## config.mk

```make
export PLATFORM = sky130hd
export DESIGN_NAME = button_conditioner
export DESIGN_NICKNAME = d
export VERILOG_FILES = /design/src/rtl/stopwatch_pkg.sv /design/src/rtl/button_debounce.sv /design/src/rtl/button_conditioner.sv
export SDC_FILE = /design/constraint.sdc
export NUM_CORES = 1
export LEC_CHECK = 0
export BUFFER_PORTS_ARGS = -buffer_cell sky130_fd_sc_hd__buf_4
export CORE_MARGIN = 2
export CORE_UTILIZATION = 36
export CTS_CLUSTER_SIZE = 10
export DETAILED_ROUTE_END_ITERATION = 8
export SYNTH_ARGS = -nofsm -noshare
export SYNTH_HDL_FRONTEND = slang
export SYNTH_HIERARCHICAL = 1
export SYNTH_SLANG_ARGS = --single-unit
```

## constraint.sdc

```tcl
create_clock -name clk -period 2.9 [get_ports clk]
set_input_delay 0.145 -clock clk [delete_from_list [all_inputs] [get_ports clk]]
set_output_delay 0.145 -clock clk [all_outputs]
set_load 0.01 [all_outputs]
```

## src/rtl/stopwatch_pkg.sv

```systemverilog
// Shared types and constants for the stopwatch button front end.
// The debounce default is also reused by the stopwatch top level.
package stopwatch_pkg;

    localparam int unsigned DEBOUNCE_DEFAULT = 32'd1000000;

    typedef enum logic [1:0] {
        IDLE         = 2'd0,
        PRESS_WAIT   = 2'd1,
        PRESSED      = 2'd2,
        RELEASE_WAIT = 2'd3
    } btn_state_t;

endpackage

```

## src/rtl/button_debounce.sv

```systemverilog
// One button channel: synchronizer chain, stable-level counter and debounce FSM.
// Produces a registered single-cycle press pulse and a clean held level.
module button_debounce
    import stopwatch_pkg::*;
#(
    parameter int unsigned DEBOUNCE_CYCLES = DEBOUNCE_DEFAULT,
    parameter int unsigned SYNC_STAGES     = 32'd2
) (
    input  logic clk,
    input  logic resetn,
    input  logic btn_n,
    output logic press,
    output logic held
);

    localparam int CNT_W = $clog2(DEBOUNCE_CYCLES + 32'd1);
    localparam logic [CNT_W-1:0] LAST_CNT = CNT_W'(DEBOUNCE_CYCLES - 32'd1);
    localparam logic [CNT_W-1:0] MAX_CNT  = {CNT_W{1'b1}};

    logic [SYNC_STAGES-1:0] sync_r;
    logic                   sync_n_s;
    btn_state_t             state_r;
    btn_state_t             state_nxt_s;
    logic [CNT_W-1:0]       cnt_r;
    logic [CNT_W-1:0]       cnt_nxt_s;
    logic                   press_nxt_s;
    logic                   press_r;
    logic                   held_r;

    assign sync_n_s = sync_r[SYNC_STAGES-1];
    assign press    = press_r;
    assign held     = held_r;

    // Next-state, counter and pulse decode for the debounce FSM
    always_comb begin
        state_nxt_s = state_r;
        cnt_nxt_s   = cnt_r;
        press_nxt_s = 1'b0;
        case (state_r)
            IDLE: begin
                if (!sync_n_s) begin
                    state_nxt_s = PRESS_WAIT;
                    cnt_nxt_s   = '0;
                end else begin
                    state_nxt_s = IDLE;
                end
            end
            PRESS_WAIT: begin
                if (sync_n_s) begin
                    state_nxt_s = IDLE;
                end else if (cnt_r == LAST_CNT) begin
                    state_nxt_s = PRESSED;
                    press_nxt_s = 1'b1;
                end else if (cnt_r != MAX_CNT) begin
                    cnt_nxt_s = cnt_r + CNT_W'(1);
                end else begin
                    cnt_nxt_s = cnt_r;
                end
            end
            PRESSED: begin
                if (sync_n_s) begin
                    state_nxt_s = RELEASE_WAIT;
                    cnt_nxt_s   = '0;
                end else begin
                    state_nxt_s = PRESSED;
                end
            end
            RELEASE_WAIT: begin
                if (!sync_n_s) begin
                    state_nxt_s = PRESSED;
                end else if (cnt_r == LAST_CNT) begin
                    state_nxt_s = IDLE;
                end else if (cnt_r != MAX_CNT) begin
                    cnt_nxt_s = cnt_r + CNT_W'(1);
                end else begin
                    cnt_nxt_s = cnt_r;
                end
            end
            default: begin
                state_nxt_s = IDLE;
                cnt_nxt_s   = '0;
            end
        endcase
    end

    // Synchronizer, FSM state and registered outputs; reset refills the chain as released
    always_ff @(posedge clk) begin
        if (!resetn) begin
            sync_r  <= {SYNC_STAGES{1'b1}};
            state_r <= IDLE;
            cnt_r   <= '0;
            press_r <= 1'b0;
            held_r  <= 1'b0;
        end else begin
            sync_r  <= {sync_r[SYNC_STAGES-2:0], btn_n};
            state_r <= state_nxt_s;
            cnt_r   <= cnt_nxt_s;
            press_r <= press_nxt_s;
            held_r  <= (state_nxt_s == PRESSED) || (state_nxt_s == RELEASE_WAIT);
        end
    end

endmodule

```

## src/rtl/button_conditioner.sv

```systemverilog
// Two independent debounced channels for the stopwatch S1/S2 buttons.
// Each channel yields a one-cycle press pulse and a held level.
module button_conditioner
    import stopwatch_pkg::*;
#(
    parameter int unsigned DEBOUNCE_CYCLES = DEBOUNCE_DEFAULT,
    parameter int unsigned SYNC_STAGES     = 32'd2
) (
    input  logic clk,
    input  logic resetn,
    input  logic S1,
    input  logic S2,
    output logic s1_press,
    output logic s2_press,
    output logic s1_held,
    output logic s2_held
);

    button_debounce #(
        .DEBOUNCE_CYCLES (DEBOUNCE_CYCLES),
        .SYNC_STAGES     (SYNC_STAGES)
    ) u_s1 (
        .clk    (clk),
        .resetn (resetn),
        .btn_n  (S1),
        .press  (s1_press),
        .held   (s1_held)
    );

    button_debounce #(
        .DEBOUNCE_CYCLES (DEBOUNCE_CYCLES),
        .SYNC_STAGES     (SYNC_STAGES)
    ) u_s2 (
        .clk    (clk),
        .resetn (resetn),
        .btn_n  (S2),
        .press  (s2_press),
        .held   (s2_held)
    );

endmodule

```

==> results.toml, run 1 <==
[yosys]
synth_seq_cells = 50
synth_warnings = 6
synth.distinct_cells = 39
synthFlopType = "dfxtp_1"
async_flop_share = 0
syn_area_per_cell_um2 = 8.99
ys_seq_area_frac = 0.381
synth_edf_count = 0
synthTopCellsByCount = "dfxtp_1, nor2_1, nand2_1"
synth_area_leaders = "dfxtp_1, xor2_1, nor2_1"
synth_cells = 292
synth_nets = 298
yosys.area.top_type_share = 0.381
synth.largest_area_cell = "dfxtp_1"
yosysMostFrequentCell = "dfxtp_1"
syn_area_mm2 = 0.00263

[route]
drt-initial-drc-count = 116
wl_um = 5160
avgViaCountPerCell = 5.24
wl_per_cell_um = 12.9
vias = 2096
firstDrtPassIters = 4
drc = 0
antenna_left = 0

[final_layout]
regArea_mm2 = 0.00100
multi_input_area_mm2 = 0.00155
areaGrowthSynthToFinish_pct = 9.63
fin_nets = 306
layoutNonFillerInstCount = 400
fillCellCount = 747
final_layout_size_suffix_gt1_frac = 0.140
antenna_cells = 0
fin_area_mm2 = 0.00288

[power]
p_per_area_mw_per_mm2 = 406
pwr-share-clk = 0.368
vdd_drop_max_mv = 0.250
switching_share = 0.230
p_leak_nw = 1.10
seq_power_share = 0.592
p_int_mw = 0.901
power.net_switching_mw = 0.268
p_comb_frac = 0.040

[placed_design]
post_dp_cell_area_mm2 = 0.00277
gp_congestion = 0.810
dp.final_hpwl_um = 3640
port_buffers = 7
placedCellCount = 391

[job]
maxCapViolations = 0

[worst_setup_path]
end_kind = "register"
cpMaxStageDelayCell = "or4_4"
critPathKind = "register to register"
crit_required_ns = 3.13
cp.arrival_ns = 2.42
start_kind = "register"
critical_path.n_buffers_inverters = 0
cp_top_family = "simple AND/OR/NAND/NOR gates"
cp_slowest_stage_delay_ns = 0.69
crit_chain = "ha_1, and3_4, nand4_4, or4_4, and3_2, o21ai_0"
cp_max_fo = 14

[floorplanning]
die_height_um = 89.4
fp.dieW_um = 89.4
initial_core_util = 0.368
placementRows = 31
fp.coreArea_mm2 = 0.00714
die_area_mm2 = 0.00799
ioPinCount = 8

[sta]
whs_ns = 0.0294
timing.setup.tns_ns = 0
drv_slew = 0
timing_hold_violations_final = 0
tightest_slew_ns = 1.10
finalSetupViolCount = 0
fin_skew_ns = 0.00744
timing.slew.headroom = 0.265
min_period_ns = 2.19
rsz0062_at_grt = "false"
period_share = 0.757
max_freq_mhz = 456

[clock_network]
post_cts_resized = 0
cts_buffer_depth = 2
cts_buffers = 5
cts_tree = "yes"
cts_root_buffer = "clkbuf_8"
clock_sinks = 50
clk_pin_slew_ns = 0.10
htreeDepth = 2
clock_latency_ns = 0.30

[global_route]
grt_max_degree = 23
track_usage = 0.142
antenna_found_initial = 0
grt_pass1_wl_um = 9010
grt_overflow_total = 0
first_global_vias = 1896

[status]
status = "finished, final reports clean"

[hold_path]
hp-class = "input port to register"
final cells by class:
type                            count  area share
Clock buffer                        6      0.0287
Clock inverter                      2     0.00565
Inverter                            4     0.00522
Multi-Input combinational cell    228       0.540
Sequential cell                    50       0.348
Tap cell                           99      0.0430
Timing Repair Buffer               11      0.0296
final timing paths:
| check | startpoint | endpoint | slack, ns | cells after the start |
|---|---|---|---|---|
| max | u_s1/cnt_r[0] | u_s1/cnt_r[8] | 0.71 | 6 |
| min | S1 | u_s1/sync_r[0] | 0.03 | 2 |
| max reg2reg | u_s1/cnt_r[0] | u_s1/cnt_r[8] | 0.71 | 6 |
| min reg2reg | u_s2/sync_r[0] | u_s2/sync_r[1] | 0.42 | 1 |
cells in the final DEF, fill, tap and decap left out, types with 4 or more instances in the layout:
cell type | synthesis | final
and4_2 | 4 | 4
and3_2 | 6 | 6
a41o_1 | 6 | 6
clkbuf_8 | 0 | 6
o211ai_1 | 6 | 6
nor3_1 | 4 | 4
o2111ai_1 | 6 | 6
nor4b_1 | 6 | 6
nand2b_1 | 10 | 10
and3_1 | 6 | 6
o21ai_0 | 6 | 6
a31oi_1 | 6 | 6
mux2i_1 | 12 | 12
nand3_1 | 8 | 8
xor2_1 | 18 | 18
inv_1 | 4 | 4
dfxtp_1 | 50 | 50
buf_4 | 0 | 10
o21ai_1 | 4 | 4
nand2_1 | 32 | 32
and2_1 | 4 | 4
nor2_1 | 38 | 38
nand4_1 | 16 | 16
cell families (layout without fill, tap and decap cells):
| group | count (synthesis) | after routing | share of synthesized area |
|---|---|---|---|
| AOI/OAI and AO/OA | 38 | 38 | 0.115 |
| xor gates and xnor gates | 20 | 20 | 0.0667 |
| adders and majority gates | 2 | 2 | 0.00953 |
| buffers and inverters | 14 | 23 | 0.0267 |
| DFF | 50 | 50 | 0.381 |
| muxes | 12 | 12 | 0.0458 |
| and+or+nand+nor | 156 | 156 | 0.355 |
sequential cells by signal, indices dropped and copies added (netlist names):
| signal | cells |
|---|---|
| u_s2/cnt_r | 20 |
| u_s1/press | 1 |
| u_s2/state_r | 2 |
| u_s1/sync_r | 2 |
| u_s2/sync_r | 2 |
| u_s1/state_r | 2 |
| u_s1/cnt_r | 20 |
| u_s2/press | 1 |
power by group through the flow:
stage,logic (mW),registers [mW],clock network (mW)
finish,0.0470,0.692,0.430
global route,0.0521,0.693,0.484
CTS,0.0463,0.693,0.454
detailed placement,0.0460,0.709,0
global placement,0.0457,0.708,0
floorplan,0.0328,0.708,0
through the flow:
stage          setup slack, ns   util  total power, mW
6_report                 0.706  0.403             1.17
5_1_grt                  0.524  0.403             1.23
4_1_cts                  0.714  0.402             1.19
3_5_place_dp             0.738  0.388            0.755
3_3_place_gp             0.812  0.388            0.754
2_1_floorplan            0.915      -            0.741
per-layer routing:
metal | track usage | part of all wire
met5 | 0 | 0
met4 | 0.0366 | 0.0078
met3 | 0.0305 | 0.020
met2 | 0.202 | 0.44
met1 | 0.217 | 0.53
repair_timing:
action                                 4_1_cts  5_1_grt
buffers inserted                             0        0
endpoints found under the hold margin        0        1
hold buffers                                 0        1
(Power assumes the default switching activity.)
==> run 2, diff against run 1 <==
==> constraint.sdc (replaced) <==
create_clock -name clk -period 1.84 [get_ports clk]
set_input_delay 0.092 -clock clk [delete_from_list [all_inputs] [get_ports clk]]
set_output_delay 0.092 -clock clk [all_outputs]
set_load 0.01 [all_outputs]
==> run 2 against run 1 <==
Register-to-register slack got worse by 0.63 ns. Critical path depth unchanged. Combinational power increased by 86%. Total power increased by 59%. Setup slack got worse by 0.63 ns. Non-clock buffer count increased by 38. Fmax increased by 24%. Routed wire length increased by 15%. Global-route usage increased by 0.90 points. Clock skew decreased by 0.0028 ns. Critical endpoint is now u_s2/cnt_r[8].
==> results.toml, run 2 (synthesized netlist as in run 1, its figures left out) <==
[status]
status = "finished, final reports clean"

[route]
wl_per_cell_um = 13.5
vias = 2356
firstDrtPassIters = 4
drc = 0
avgViaCountPerCell = 5.35
antenna_left = 0
drt-initial-drc-count = 66
wl_um = 5940

[final_layout]
regArea_mm2 = 0.00101
multi_input_area_mm2 = 0.00165
layout_commonest_cell = "buf_4"
final_layout_size_suffix_gt1_frac = 0.276
fin_nets = 346
antenna_cells = 0
areaGrowthSynthToFinish_pct = 24.7
final_cell_mix = "buf_4, dfxtp_1, nor2_1"
reg.largest.list = "u_s1/cnt_r x20, u_s2/cnt_r x20"
fillCellCount = 743

[hold_path]
hp-class = "input port to register"
hold_depth = 2

[clock_network]
clock_sinks = 50
clock_latency_ns = 0.30
cts_buffers = 5
clk_pin_slew_ns = 0.10
cts_buffer_depth = 2
htreeDepth = 2
cts_tree = "yes"
cts_root_buffer = "clkbuf_8"

[global_route]
antenna_found_initial = 0
grt_max_degree = 23
grt_pass1_wl_um = 9630
first_global_vias = 2095
grt_overflow_total = 0
track_usage = 0.151

[worst_setup_path]
critPathKind = "register to register"
crit_required_ns = 2.08
start_kind = "register"
crit_chain = "ha_4, and3_4, nand4_4, or4_4, and3_2, o21ai_0"
critical_path.n_buffers_inverters = 0
cp_num_cells = 6
rr_worst_depth = 6
cp.arrival_ns = 2.00
cp_slowest_stage_delay_ns = 0.50
cp_top_family = "simple AND/OR/NAND/NOR gates"
cpMaxStageDelayCell = "or4_4"
cp_max_fo = 7
end_kind = "register"

[sta]
whs_ns = 0.0803
drv_slew = 0
timing.slew.headroom = 0.623
min_period_ns = 1.76
setup_slack_ns = 0.0766
fin_skew_ns = 0.00463
max_freq_mhz = 567
tightest_slew_ns = 0.563
finalSetupViolCount = 0
timing_hold_violations_final = 0
rsz0062_at_grt = "true"
period_share = 0.958

[power]
p_leak_nw = 1.32
vdd_drop_max_mv = 0.291
p_total_mw = 1.86
p_per_area_mw_per_mm2 = 568

[job]
maxCapViolations = 0

[placed_design]
dp.final_hpwl_um = 4090
port_buffers = 7
gp_congestion = 0.828
dp_slack_ns = 0.0212

[floorplanning]
placementRows = 31
initial_core_util = 0.368
die_height_um = 89.4
fp.coreArea_mm2 = 0.00714
die_area_mm2 = 0.00799
fp.dieW_um = 89.4
ioPinCount = 8
run 2: cell types whose count changed in the layout (fill, tap and decap cells not counted), moves of 2 or more:
| cell | delta |
|---|---|
| ha_4 | +2 |
| a31oi_1 | -3 |
| buf_4 | +36 |
| dfxtp_1 | -5 |
| o21ai_0 | -2 |
| a31oi_2 | +3 |
| ha_1 | -2 |
| dfxtp_2 | +5 |
| or4_4 | +2 |
| o21ai_1 | +2 |
run 2: repair_timing:
item,4_1_cts,5_1_grt
cloned,2,0
pin swaps,1,6
hold buffers,2,0
hold endpoints to repair,2,0
setup endpoints to repair,3,22
buffers inserted,0,4
gates resized for setup,5,9
run 2: metal layers:
layer / track usage / vias up / wire length (µm)
met3: 0.0277 / 12 / 178
met5: 0 / - / 0
met1: 0.194 / 1119 / 2740
met2: 0.263 / 51 / 2940
li1: - / 1174 / -
met4: 0.0353 / 0 / 80
run 2: cell type report:
class,instances,area share
Clock buffer,6,0.0252
Clock inverter,2,0.00382
Inverter,4,0.00459
Multi-Input combinational cell,230,0.503
Sequential cell,50,0.308
Tap cell,99,0.0378
Timing Repair Buffer,49,0.118
run 2: final timing paths:
check | start | end | slack (ns)
min | resetn | u_s2/sync_r[1] | 0.08
min reg2reg | u_s1/sync_r[0] | u_s1/sync_r[1] | 0.42
max reg2reg | u_s2/cnt_r[1] | u_s2/cnt_r[8] | 0.08
max | u_s2/cnt_r[1] | u_s2/cnt_r[8] | 0.08
run 2: power by group:
group	total (mW)	internal [mW]	switching [mW]	leakage [nW]
clock network	0.683	0.303	0.379	0.0472
logic	0.0872	0.0343	0.0529	0.862
registers	1.09	1.09	0.00508	0.406
run 2: stage by stage:
stage | util | area, µm² | std cells | setup TNS (ns)
after floorplan | - | 2650 | 292 | 0
after global placement | 0.427 | 3050 | 424 | 0
after detailed placement | 0.427 | 3050 | 424 | 0
after CTS | 0.448 | 3200 | 436 | 0
after global routing | 0.459 | 3270 | 440 | -0.00475
final | 0.459 | 3270 | 440 | 0
